## src/rtl/cdb_tx_queue.sv

```systemverilog
`default_nettype none
// ============================================================================
// Module  : cdb_tx_queue
// Purpose : Result FIFO that requests the common data bus. It pops its head
//           entry when it sees that entry's tag broadcast on the bus.
//           Optional starvation flag: define CDB_TX_STARVE_EN.
// Revision: 1.0  initial release
// ============================================================================

`ifndef CDB_TAG_FIELD
`define CDB_TAG_FIELD (TAG_W+DATA_W-1):DATA_W
`endif
`ifndef CDB_DATA_FIELD
`define CDB_DATA_FIELD (DATA_W-1):0
`endif

module cdb_tx_queue #(
  parameter int DEPTH        = 4,
  parameter int TAG_W        = 8,
  parameter int DATA_W       = 32,
  parameter int STARVE_LIMIT = 16
) (
  input  logic                       clk,
  input  logic                       rst,
  input  logic                       res_valid,
  output logic                       res_ready,
  input  logic [TAG_W-1:0]           res_tag,
  input  logic [DATA_W-1:0]          res_data,
  output logic                       cdb_request,
  output logic [TAG_W+DATA_W-1:0]    cdb_out,
  input  logic [TAG_W+DATA_W:0]      cdb,
  output logic [$clog2(DEPTH):0]     count,
  output logic                       tag_err
`ifdef CDB_TX_STARVE_EN
  ,
  output logic                       starve
`endif
);

  localparam int PTR_W = $clog2(DEPTH);
  localparam int CNT_W = PTR_W + 1;
  localparam int ENT_W = TAG_W + DATA_W;
  localparam logic [CNT_W-1:0] C_DEPTH = CNT_W'(DEPTH);

  logic [ENT_W-1:0] mem_q [DEPTH];
  logic [PTR_W-1:0] wptr_q, wptr_d;
  logic [PTR_W-1:0] rptr_q, rptr_d;
  logic [CNT_W-1:0] count_q, count_d;
  logic             tag_err_q, tag_err_d;

  logic             w_full, w_empty, w_push, w_pop;
  logic [ENT_W-1:0] w_head;
  logic             w_unused_cdb_data;

  assign w_full  = (count_q == C_DEPTH);
  assign w_empty = (count_q == '0);
  assign w_head  = mem_q[rptr_q];

  // Grant is inferred from the broadcast: only the tag identifies the entry.
  assign w_push = res_valid & ~w_full & (res_tag != '0);
  assign w_pop  = cdb[ENT_W] & ~w_empty &
                  (cdb[`CDB_TAG_FIELD] == w_head[ENT_W-1:DATA_W]);
  assign w_unused_cdb_data = ^cdb[`CDB_DATA_FIELD];

  always_comb begin
    wptr_d    = wptr_q;
    rptr_d    = rptr_q;
    count_d   = count_q;
    tag_err_d = res_valid & (res_tag == '0);
    if (w_push) wptr_d = wptr_q + PTR_W'(1);
    if (w_pop)  rptr_d = rptr_q + PTR_W'(1);
    case ({w_push, w_pop})
      2'b10:   count_d = count_q + CNT_W'(1);
      2'b01:   count_d = count_q - CNT_W'(1);
      default: count_d = count_q;
    endcase
  end

  always_ff @(posedge clk) begin
    if (rst) begin
      wptr_q    <= '0;
      rptr_q    <= '0;
      count_q   <= '0;
      tag_err_q <= 1'b0;
    end else begin
      wptr_q    <= wptr_d;
      rptr_q    <= rptr_d;
      count_q   <= count_d;
      tag_err_q <= tag_err_d;
    end
  end

  always_ff @(posedge clk) begin
    if (w_push) mem_q[wptr_q] <= {res_tag, res_data};
  end

  assign res_ready   = ~w_full;
  assign cdb_request = ~w_empty;
  assign cdb_out     = w_empty ? '0 : w_head;
  assign count       = count_q;
  assign tag_err     = tag_err_q;

`ifdef CDB_TX_STARVE_EN
  localparam int SW = $clog2(STARVE_LIMIT + 1);
  localparam logic [SW-1:0] C_STARVE_LIMIT = SW'(STARVE_LIMIT);

  logic [SW-1:0] wait_q, wait_d;

  always_comb begin
    wait_d = wait_q;
    if (w_pop || w_empty)              wait_d = '0;
    else if (wait_q != C_STARVE_LIMIT) wait_d = wait_q + SW'(1);
  end

  always_ff @(posedge clk) begin
    if (rst) wait_q <= '0;
    else     wait_q <= wait_d;
  end

  assign starve = (wait_q == C_STARVE_LIMIT);
`endif

endmodule

`default_nettype wire

```

## config.mk

```make
export PLATFORM = sky130hd
export DESIGN_NAME = cdb_tx_queue
export DESIGN_NICKNAME = d
export VERILOG_FILES = /design/src/rtl/cdb_tx_queue.sv
export SDC_FILE = /design/constraint.sdc
export NUM_CORES = 1
export LEC_CHECK = 0
export CORE_AREA = 2 2 118 120
export DETAILED_ROUTE_END_ITERATION = 16
export DIE_AREA = 0 0 120 122
export PLACE_DENSITY = 0.74
export SLEW_MARGIN = 20
export SYNTH_ARGS = -nofsm -noshare
export SYNTH_HDL_FRONTEND = slang
export SYNTH_SLANG_ARGS = --single-unit
```

## constraint.sdc

```tcl
create_clock -name clk -period 3.15 [get_ports clk]
set_input_delay 0.315 -clock clk [delete_from_list [all_inputs] [get_ports clk]]
set_output_delay 0.315 -clock clk [all_outputs]
set_load 0.02 [all_outputs]
```

==> Implementation_results.wiki <==
{| class="wikitable"
! Metric !! Value
|-
| Capturing element of the worst setup path || count[2]$_SDFFE_PP0P_
|-
| Pwr per Cell Area || 609.9 mW/mm²
|-
| Clock tree from TritonCTS || done
|-
| Total global routing track utilization || 0.1743
|-
| Number of warnings printed during yosys synthesis || 0
|-
| Die H || 122 µm
|-
| CTS Buffer Depth || 2
|-
| Post-Place Worst Slack || 0.1207 ns
|-
| Element type at the critical path end || register
|-
| Leakage power summed over all cells || 0.002756 µW
|-
| Routed Antenna Nets || 0
|-
| Depth of the worst register-to-register path || 11
|-
| # diodes || 0
|-
| Synth cell types || 30
|-
| FP Rows || 43
|-
| Share of the synthesized area in the top cell type || 0.7234
|-
| Detailed Route WL || 12.03 mm
|-
| Fin. max-slew vios || 0
|-
| Final hold viol count || 0
|-
| Number of optimization iterations in the first detailed-route pass || 4
|-
| I/O Pins || 130
|-
| Number of max-cap violations || 0
|-
| Initial antenna violation count || 0
|-
| Number of vias after detailed routing || 3302
|-
| Critical register-to-register path endpoint || count[2]$_SDFFE_PP0P_
|-
| Peak fanout along the critical path || 9
|-
| Fraction of final layout cells sized beyond drive strength 1 || 0.2102
|-
| Cells after synthesis || 321
|-
| Via count of the first global-routing pass || 3428
|-
| CTS buffer count || 17
|-
| Number of I/O port buffers || 97
|-
| RePlAce Congestion || 0.7095
|-
| Maximum level of the CTS H-tree || 4
|-
| Data required time at the worst endpoint || 3.50 ns
|-
| Routed wirelength normalized by instance count || 19.03 µm
|-
| Final net count || 529
|-
| Area occupied by registers || 0.005010 mm²
|-
| Maximum number of pins on one net before global-route repair || 42
|-
| Footprint of the multi-input gates || 0.001544 mm²
|-
| Clock tree root buffer cell || clkbuf_16
|-
| Synthesized net count || 411
|-
| Total power consumption of the routed design || 5183 µW
|-
| Final worst setup slack || 0.1361 ns
|-
| Setup crit start kind || register
|-
| Worst reg2reg setup slack || 0.14 ns
|-
| Leading cell types by total area after synthesis || edfxtp_1, mux4_2, and2_1
|-
| Horizontal extent of the die || 120 µm
|-
| Initial detailed-routing violation count || 176
|-
| Clock skew after layout || 0.01100 ns
|-
| Worst IR drop on VDD || 0.3940 mV
|-
| Area delta synth->final || 27.96%
|-
| Effective utilization at floorplan || 0.4918
|-
| Data arrival, critical path || 3.36 ns
|-
| Slew Limit Headroom || 0.7344
|-
| Category of the most critical setup path || register to register
|-
| Average vias per placed instance || 5.225
|-
| Global-route wire length before repair || 18.44 mm
|-
| Worst-Margin Slew || 0.3984 ns
|-
| Clock latency of the later-clocked register in the worst-skew pair || 0.42 ns
|-
| Sinks on Clock Net || 170
|-
| Area enclosed by the die boundary || 0.01464 mm²
|-
| Mapped Avg Cell Area || 20.69 µm²
|-
| Cell accounting for the most synthesized area || edfxtp_1
|-
| Total half-perimeter wirelength after legalization and detailed placement || 7.307 mm
|-
| Crit share post-route || 0.9568
|-
| Syn Std Cell Area || 0.006641 mm²
|-
| Core area || 0.01350 mm²
|-
| Run status || completed
|-
| Overall overflow remaining after global route || 0
|-
| Number of filler cells placed in the layout || 947
|-
| Count of state elements after synthesis || 170
|-
| Endpoints failing setup || 0
|-
| Clock period minus final worst setup slack || 3.014 ns
|-
| Sequential share of the synthesized area || 0.7536
|-
| Clock transition at path regs || 0.06 ns
|-
| Type of the tightest min-delay check || register to register
|-
| Number of DRC violations after detailed routing || 0
|-
| Max Clock Freq || 331.8 MHz
|}
==> kinds of logic after synthesis <==
| family | Yosys count | synth area share |
|---|---|---|
| flops | 170 | 0.7536 |
| buf+inv | 21 | 0.01583 |
| compound gates | 5 | 0.004144 |
| xor+xnor | 11 | 0.01451 |
| fa+ha+maj | 6 | 0.01243 |
| mux | 43 | 0.1405 |
| simple gates | 65 | 0.05897 |
==> sequential cells by signal, indices dropped and copies added (netlist names), named ones only <==
register / cells
wptr_q: 2
tag_err: 1
rptr_q: 2
mem_q: 160
count: 3
==> final cells by class <==
type,instances,area share
clock inverter,7,0.01060
inverter,6,0.002650
multi-input combinational,130,0.1817
tap,180,0.02650
timing repair buffer,114,0.1307
clock buffer,25,0.05830
sequential,170,0.5895
==> Yosys cell counts <==
library cell  instances
mux4_2               40
nor2_1                6
nor3b_1               1
nand2_1               1
mux2_2                2
buf_1                 1
and3_1                1
ha_1                  5
buf_2                 2
mux2i_1               1
xor2_1                2
edfxtp_1            160
fa_1                  1
or4_1                 1
buf_6                 1
inv_1                 6
buf_12                1
nand4_1               2
o21ai_0               1
nor2b_1               1
nor4_1                2
nor3_2                1
o31ai_1               1
dfxtp_1              10
and2_1               44
a21oi_1               3
or3_1                 2
nand3_1               3
xnor2_1               9
clkbuf_1             10
==> timing repair <==
action | 4_1_cts | 5_1_grt
resized for setup | 0 | 1
buffers inserted | 0 | 4
hold buffers | 0 | 0
setup endpoints to repair | 0 | 1
==> per-stage QoR <==
step	hold slack (ns)	cells	TNS, ns	util	instance area, µm²
final	0.4868	632	0	0.6293	8498
after global placement	0.4521	596	0	0.5822	7863
after global routing	0.4772	632	-0.03930	0.6293	8498
after floorplan	0.4139	321	0	-	6641
after detailed placement	0.4806	596	0	0.5822	7863
after CTS	0.4795	628	0	0.6256	8448
==> how the worst min path moves through the flow <==
stage	cells after the start	slack (ns)	endpoint	start
finish	2	0.49	register	rptr_q[1]$_SDFFE_PP0P_
global route	2	0.48	tag_err$_SDFF_PP0_	res_valid
CTS	2	0.48	tag_err$_SDFF_PP0_	res_valid
detailed placement	2	0.48	register	rptr_q[1]$_SDFFE_PP0P_
global placement	2	0.45	register	rptr_q[1]$_SDFFE_PP0P_
floorplan	0	0.41	mem_q[0][0]$_DFFE_PP_	res_data[0]
==> layer usage <==
metal  track usage  part of all wire  vias up
li1              -                 -     1515
met1        0.2162              0.42     1693
met2        0.2926              0.52       83
met3       0.05056             0.048       11
met4       0.06618             0.010        0
met5             0                 0        -
==> worst max-delay path: stages (launching register included) <==
cell and delay [ns]:
dfxtp_4 0.44, buf_12 0.13, mux4_2 0.52, xnor2_1 0.16, nand3_1 0.18, nor3_2 0.25
ha_1 0.22, inv_1 0.06, fa_1 0.37, xor2_1 0.15, or3_1 0.30, a21oi_1 0.15
==> report_power, final <==
| part | leakage, µW | switching [µW] | internal (µW) | total [µW] |
|---|---|---|---|---|
| logic | 0.000921 | 279 | 264 | 544 |
| registers | 0.00155 | 24.4 | 2590 | 2610 |
| clock network | 0.000283 | 780 | 1250 | 2030 |
==> placed cells by master (no fill, tap or decap), types with 2 or more instances in the layout <==
cell	n
edfxtp_1	160
clkdlybuf4s50_1	97
mux4_2	40
and2_1	40
clkbuf_16	17
buf_4	16
xnor2_1	8
dfxtp_1	8
inv_1	6
nor2_1	6
ha_1	5
and2_2	4
clkbuf_8	4
clkbuf_1	4
nand3_1	3
a21oi_1	3
clkinv_2	3
or3_1	2
nand4_1	2
nor4_1	2
xor2_1	2
mux2_2	2
clkinvlp_4	2
bufinv_16	2
Note: power is estimated with default switching activity, not from simulation.
